`config.mk`:
```
export PLATFORM = sky130hd
export DESIGN_NAME = ready_valid_source
export DESIGN_NICKNAME = d
export VERILOG_FILES = /design/src/rtl/ready_valid_source.sv
export SDC_FILE = /design/constraint.sdc
export NUM_CORES = 1
export LEC_CHECK = 0
export ABC_AREA = 1
export CORE_UTILIZATION = 57
export DETAILED_ROUTE_END_ITERATION = 10
export PLACE_DENSITY = 0.81
export RECOVER_POWER = 50
export SYNTH_ARGS = -nofsm -noshare
export SYNTH_HDL_FRONTEND = slang
export SYNTH_SLANG_ARGS = --single-unit
export TNS_END_PERCENT = 100
```
`constraint.sdc`:
```
create_clock -name clk -period 2.71 [get_ports clk]
set_input_delay 0.6775 -clock clk [delete_from_list [all_inputs] [get_ports clk]]
set_output_delay 0.6775 -clock clk [all_outputs]
set_load 0.02 [all_outputs]
```
`src/rtl/ready_valid_source.sv`:
```
// ready_valid_source: FIFO-buffered source side of a single-clock ready/valid bus,
// with an optional idle gap after each transfer. Define RV_SOURCE_STATS_EN for transfer/stall counters.
module ready_valid_source #(
    parameter int DATA_WIDTH = 8,
    parameter int DEPTH      = 4,
    parameter int IDLE_GAP   = 0
) (
    input  logic                       clk,
    input  logic                       rst_n,
    input  logic                       push,
    input  logic [DATA_WIDTH-1:0]      push_data,
    output logic                       full,
    output logic [$clog2(DEPTH+2)-1:0] count,
    output logic                       valid,
    output logic [DATA_WIDTH-1:0]      data,
    input  logic                       ready
`ifdef RV_SOURCE_STATS_EN
    ,
    output logic [15:0]                xfer_count,
    output logic [15:0]                stall_count
`endif
);

    localparam int CW = $clog2(DEPTH + 2);
    localparam int FW = $clog2(DEPTH + 1);
    localparam int PW = $clog2(DEPTH);

    typedef enum logic [1:0] {
        ST_IDLE    = 2'd0,
        ST_PRESENT = 2'd1,
        ST_GAP     = 2'd2
    } state_e;

    state_e                state_r;
    state_e                state_s;
    logic [3:0]            gap_cnt_r;
    logic [3:0]            gap_cnt_s;
    logic                  valid_r;
    logic                  valid_s;
    logic [DATA_WIDTH-1:0] data_r;
    logic [DATA_WIDTH-1:0] data_in_s;
    logic                  stage_full_r;
    logic                  stage_full_s;
    logic [DATA_WIDTH-1:0] mem_r [DEPTH];
    logic [PW-1:0]         wr_ptr_r;
    logic [PW-1:0]         rd_ptr_r;
    logic [FW-1:0]         fifo_cnt_r;
    logic [FW-1:0]         fifo_cnt_s;
    logic [CW-1:0]         count_r;
    logic [CW-1:0]         count_s;
    logic                  full_r;
    logic                  full_s;

    logic                  xfer_s;
    logic                  push_ok_s;
    logic                  stage_free_s;
    logic                  fifo_empty_s;
    logic                  pop_s;
    logic                  bypass_s;
    logic                  fifo_wr_s;
    logic                  stage_load_s;

    function automatic logic [PW-1:0] ptr_inc(input logic [PW-1:0] ptr);
        if (ptr == PW'(DEPTH - 1)) begin
            return {PW{1'b0}};
        end else begin
            return ptr + PW'(1);
        end
    endfunction

    // Handshake and buffer steering. The output stage refills as soon as it is freed,
    // even during a gap, so an empty stage always implies an empty FIFO.
    always_comb begin
        xfer_s       = valid_r & ready;
        push_ok_s    = push & ~full_r;
        stage_free_s = ~stage_full_r | xfer_s;
        fifo_empty_s = (fifo_cnt_r == {FW{1'b0}});
        pop_s        = stage_free_s & ~fifo_empty_s;
        bypass_s     = stage_free_s & fifo_empty_s & push_ok_s;
        fifo_wr_s    = push_ok_s & ~bypass_s;
        stage_load_s = pop_s | bypass_s;
        stage_full_s = stage_load_s | ~stage_free_s;
        if (pop_s) begin
            data_in_s = mem_r[rd_ptr_r];
        end else begin
            data_in_s = push_data;
        end
        fifo_cnt_s = fifo_cnt_r + {{(FW-1){1'b0}}, fifo_wr_s} - {{(FW-1){1'b0}}, pop_s};
        count_s    = count_r + {{(CW-1){1'b0}}, push_ok_s} - {{(CW-1){1'b0}}, xfer_s};
        full_s     = (count_s == CW'(DEPTH + 1));
    end

    // Next-state logic for the bus presentation FSM.
    always_comb begin
        state_s   = state_r;
        gap_cnt_s = gap_cnt_r;
        case (state_r)
            ST_IDLE: begin
                if (stage_full_s) begin
                    state_s = ST_PRESENT;
                end else begin
                    state_s = ST_IDLE;
                end
            end
            ST_PRESENT: begin
                if (!xfer_s) begin
                    state_s = ST_PRESENT;
                end else if (IDLE_GAP > 0) begin
                    state_s   = ST_GAP;
                    gap_cnt_s = 4'(IDLE_GAP - 1);
                end else if (stage_full_s) begin
                    state_s = ST_PRESENT;
                end else begin
                    state_s = ST_IDLE;
                end
            end
            ST_GAP: begin
                if (gap_cnt_r != 4'd0) begin
                    gap_cnt_s = gap_cnt_r - 4'd1;
                end else if (stage_full_s) begin
                    state_s = ST_PRESENT;
                end else begin
                    state_s = ST_IDLE;
                end
            end
            default: begin
                state_s   = ST_IDLE;
                gap_cnt_s = 4'd0;
            end
        endcase
    end

    // Output decode: valid is asserted exactly while presenting.
    always_comb begin
        valid_s = 1'b0;
        if (state_s == ST_PRESENT) begin
            valid_s = 1'b1;
        end else begin
            valid_s = 1'b0;
        end
    end

    // State, output and bookkeeping registers.
    always_ff @(posedge clk or negedge rst_n) begin
        if (!rst_n) begin
            state_r      <= ST_IDLE;
            gap_cnt_r    <= 4'd0;
            valid_r      <= 1'b0;
            data_r       <= {DATA_WIDTH{1'b0}};
            stage_full_r <= 1'b0;
            wr_ptr_r     <= {PW{1'b0}};
            rd_ptr_r     <= {PW{1'b0}};
            fifo_cnt_r   <= {FW{1'b0}};
            count_r      <= {CW{1'b0}};
            full_r       <= 1'b0;
        end else begin
            state_r      <= state_s;
            gap_cnt_r    <= gap_cnt_s;
            valid_r      <= valid_s;
            stage_full_r <= stage_full_s;
            fifo_cnt_r   <= fifo_cnt_s;
            count_r      <= count_s;
            full_r       <= full_s;
            if (stage_load_s) begin
                data_r <= data_in_s;
            end
            if (fifo_wr_s) begin
                wr_ptr_r <= ptr_inc(wr_ptr_r);
            end
            if (pop_s) begin
                rd_ptr_r <= ptr_inc(rd_ptr_r);
            end
        end
    end

    // FIFO storage; contents are qualified by the count so it needs no reset.
    always_ff @(posedge clk) begin
        if (fifo_wr_s) begin
            mem_r[wr_ptr_r] <= push_data;
        end
    end

    assign valid = valid_r;
    assign data  = data_r;
    assign count = count_r;
    assign full  = full_r;

`ifdef RV_SOURCE_STATS_EN
    logic [15:0] xfer_count_r;
    logic [15:0] stall_count_r;

    // Free-running transfer and stall counters, wrapping at 2^16.
    always_ff @(posedge clk or negedge rst_n) begin
        if (!rst_n) begin
            xfer_count_r  <= 16'd0;
            stall_count_r <= 16'd0;
        end else begin
            if (xfer_s) begin
                xfer_count_r <= xfer_count_r + 16'd1;
            end
            if (valid_r && !ready) begin
                stall_count_r <= stall_count_r + 16'd1;
            end
        end
    end

    assign xfer_count  = xfer_count_r;
    assign stall_count = stall_count_r;
`endif

endmodule

```
==> results.toml <==
[worst_setup_path]
critPathLaunch = "push"
start_kind = "primary input"
critical_path_required_ns = 2.94
criticalPathCategory = "primary input to flip-flop"
worstPathMaxFanout = 3
critPathArrivalTime_ns = 2.70
timing.critical_path.to_type = "flip-flop"
worst_r2r_startpoint = "valid$_DFF_PN0_"

[synth]
asyncSetResetFlopFracSynth = 0.458
synthesized_instance_count = 287
synthTopCellsByCount = "sky130_fd_sc_hd__nand2_1, sky130_fd_sc_hd__inv_1, sky130_fd_sc_hd__nand3_1, sky130_fd_sc_hd__edfxtp_1, sky130_fd_sc_hd__dfrtp_1"
synth_seq_area_share = 0.572
syn_area_per_cell_um2 = 9.97
synth-edff-count = 32
synth-seq-cells = 59
synth_area_leader_cell = "sky130_fd_sc_hd__edfxtp_1"
yosysMostFrequentCell = "sky130_fd_sc_hd__nand2_1"
ys_warn_count = 0
yosys.cell_types.count = 27
yosys.area.top_type_share = 0.336
post_synth_instance_area_mm2 = 0.00286
postSynthNetCount = 311
ys_dominant_reg_cell = "sky130_fd_sc_hd__edfxtp_1"
synthTopCellsByArea = "sky130_fd_sc_hd__edfxtp_1, sky130_fd_sc_hd__dfrtp_1, sky130_fd_sc_hd__nand2_1"

[cells_and_area]
final_nets = 352
syn2layout_area_growth_pct = 19.6
footprint_of_the_multi_input_gates_um2 = 902
regArea_mm2 = 0.00164
n_fill_cell = 338
number_of_inserted_diodes = 0
fin_cells = 400
layout_cell_share_with_drive_strength_beyond_1 = 0.135

[placement]
preCtsSetupSlack_ns = -0.117
cells_after_dpl = 384
finalWeightedCongestion = 0.795
io_buffers = 24
detailed_place_hpwl_mm = 3.45

[pwr]
p_leak_nw = 1.63
power_mw = 3.68
ir_drop_uv = 711
power-per-cell-area_mw_per_mm2 = 1080

[cts]
ctsResizeCount = 0
postCtsSetupRepairBufs = 0
maximum_number_of_buffers_from_clock_root_to_sink = 2
clock_latency_ns = 0.33
numCtsBuffers = 9
clk_root_buffer_cell = "sky130_fd_sc_hd__clkbuf_8"
clock_tree.htree_level_count = 3
tritoncts = "done"
clkSlewWorstSetupHoldPaths_ns = 0.06
ctsHoldBuffers = 0
cts_sinks = 59

[timing]
timing_worst_slew_pin_value_ns = 1.45
setup_repair_after_global_routing_missed_its_margin = "false"
fin_skew_ns = 0.0112
finalWorstSetupSlack_ns = 0.242
timing.fmax_ghz = 0.405
timing.final.setup_violations = 0
totalNegativeSetupSlack_ns = 0
hold_viol = 0
final_period_minus_worst_setup_slack_ns = 2.47
period_share = 0.911
finalMaxSlewViolations = 0
max-slew-margin-rel = 0.0321
final.hold.worst_slack_ns = 0.490

[route]
postRouteWirelength_mm = 5.39
drc = 0
detail_route.first_pass.iterations = 4
wl_per_cell_um = 13.5
per_cell_via_count_in_the_routed_design = 5.02
antenna_left = 0
dr.first_iter.drc_count = 152
dr_vias = 2009

[status]
run_status = "finished clean"

[die]
design.die.area_mm2 = 0.00531
start_util = 0.598
pin_count = 25
floorplan.core_area_mm2 = 0.00479
chipHeight_um = 72.9
row_count = 25
die_width_um = 72.9

[run]
timing.max_cap.violations = 0

[global_route]
initial_antenna_violation_count = 0
global_route.overflow_total = 0
grtUsageTotal = 0.243
grt_start_max_net_pins = 28
first_global_vias = 1882
grt_pass1_wl_mm = 9.00

[hold_path]
min-delay-path-class = "flip-flop to flip-flop"
hold_path.startpoint = "fifo_cnt_r[1]$_DFF_PN0_"
[registers in the layout (all words and copies together) (netlist names)]
signal / count
mem_r: 32
data: 8
gap_cnt_r: 4
count: 3
fifo_cnt_r: 3
rd_ptr_r: 2
state_r: 2
wr_ptr_r: 2
full: 1
stage_full_r: 1
valid: 1
[power by group]
part           total [mW]  leakage [nW]  internal [mW]  switching, mW
Combinational        1.42         0.904          0.587          0.833
Clock               0.846         0.110          0.526          0.320
Sequential           1.42         0.615           1.21          0.211
Total                3.68          1.63           2.32           1.36
[logic make-up (layout without fill, tap and decap cells)]
| family | count (synthesis) | count (layout) | share of synthesized area |
|---|---|---|---|
| compound gates | 16 | 16 | 0.0315 |
| xor+xnor | 5 | 5 | 0.0153 |
| fa+ha+maj | 12 | 12 | 0.0577 |
| buf+inv | 73 | 119 | 0.115 |
| flops | 59 | 59 | 0.572 |
| simple gates | 122 | 122 | 0.208 |
[layout make-up]
type,count,share of cell area
Clock buffer,15,0.0545
Clock inverter,1,0.00878
Inverter,66,0.0739
Multi-Input combinational cell,155,0.264
Sequential cell,59,0.478
Tap cell,67,0.0245
Timing Repair Buffer,37,0.0965
[layout by cell type (no fill, tap or decap)]
cell	n
sky130_fd_sc_hd__inv_2	2
sky130_fd_sc_hd__nand4_1	1
sky130_fd_sc_hd__clkbuf_8	13
sky130_fd_sc_hd__nand2_2	2
sky130_fd_sc_hd__buf_4	11
sky130_fd_sc_hd__xor2_1	2
sky130_fd_sc_hd__nand3_1	33
sky130_fd_sc_hd__xor2_2	1
sky130_fd_sc_hd__clkdlybuf4s50_1	15
sky130_fd_sc_hd__edfxtp_1	32
sky130_fd_sc_hd__bufinv_16	1
sky130_fd_sc_hd__o21ai_0	10
sky130_fd_sc_hd__xnor2_1	2
sky130_fd_sc_hd__o21ai_2	2
sky130_fd_sc_hd__nor2_1	8
sky130_fd_sc_hd__nand2_8	1
sky130_fd_sc_hd__o21ai_1	2
sky130_fd_sc_hd__nand2_4	3
sky130_fd_sc_hd__nor3b_1	1
sky130_fd_sc_hd__nand2_1	66
sky130_fd_sc_hd__nand3_2	5
sky130_fd_sc_hd__dlygate4sd3_1	9
sky130_fd_sc_hd__nor2_4	2
sky130_fd_sc_hd__dfrtp_1	27
sky130_fd_sc_hd__inv_1	62
sky130_fd_sc_hd__ha_1	10
sky130_fd_sc_hd__clkbuf_1	4
sky130_fd_sc_hd__o22ai_1	2
sky130_fd_sc_hd__inv_4	2
sky130_fd_sc_hd__fa_1	2
[worst paths after layout]
kind                                       endpoint  slack (ns)  cells past startpoint
max                                  full$_DFF_PN0_        0.24                     12
min reg2reg                 fifo_cnt_r[2]$_DFF_PN0_        0.49                      1
min in group asynchronous  gap_cnt_r[3]$_DFFE_PN0P_        1.21                      2
max in group asynchronous   wr_ptr_r[1]$_DFFE_PN0P_        0.64                      2
min                         fifo_cnt_r[2]$_DFF_PN0_        0.49                      1
max reg2reg                 fifo_cnt_r[2]$_DFF_PN0_        0.61                     10
[per-layer routing]
layer	track usage	vias up	part of all wire
li1	-	979	-
met1	0.314	948	0.42
met2	0.383	59	0.48
met3	0.0456	23	0.057
met4	0.146	0	0.044
met5	0	-	0
[critical path, cell delays in order]
cell                              delay (ns)
sky130_fd_sc_hd__clkdlybuf4s50_1        0.45
sky130_fd_sc_hd__inv_1                  0.06
sky130_fd_sc_hd__nor2_4                 0.08
sky130_fd_sc_hd__inv_1                  0.06
sky130_fd_sc_hd__ha_1                   0.26
sky130_fd_sc_hd__inv_1                  0.06
sky130_fd_sc_hd__ha_1                   0.13
sky130_fd_sc_hd__inv_1                  0.05
sky130_fd_sc_hd__fa_1                   0.40
sky130_fd_sc_hd__xor2_2                 0.22
sky130_fd_sc_hd__nor2_1                 0.07
sky130_fd_sc_hd__nor3b_1                0.20
[stage by stage]
stage,util,instance area [um^2]
floorplan,-,2860
global placement,0.670,3210
detailed placement,0.670,3210
CTS,0.715,3420
global route,0.715,3420
finish,0.715,3420
(Power assumes the default switching activity.)
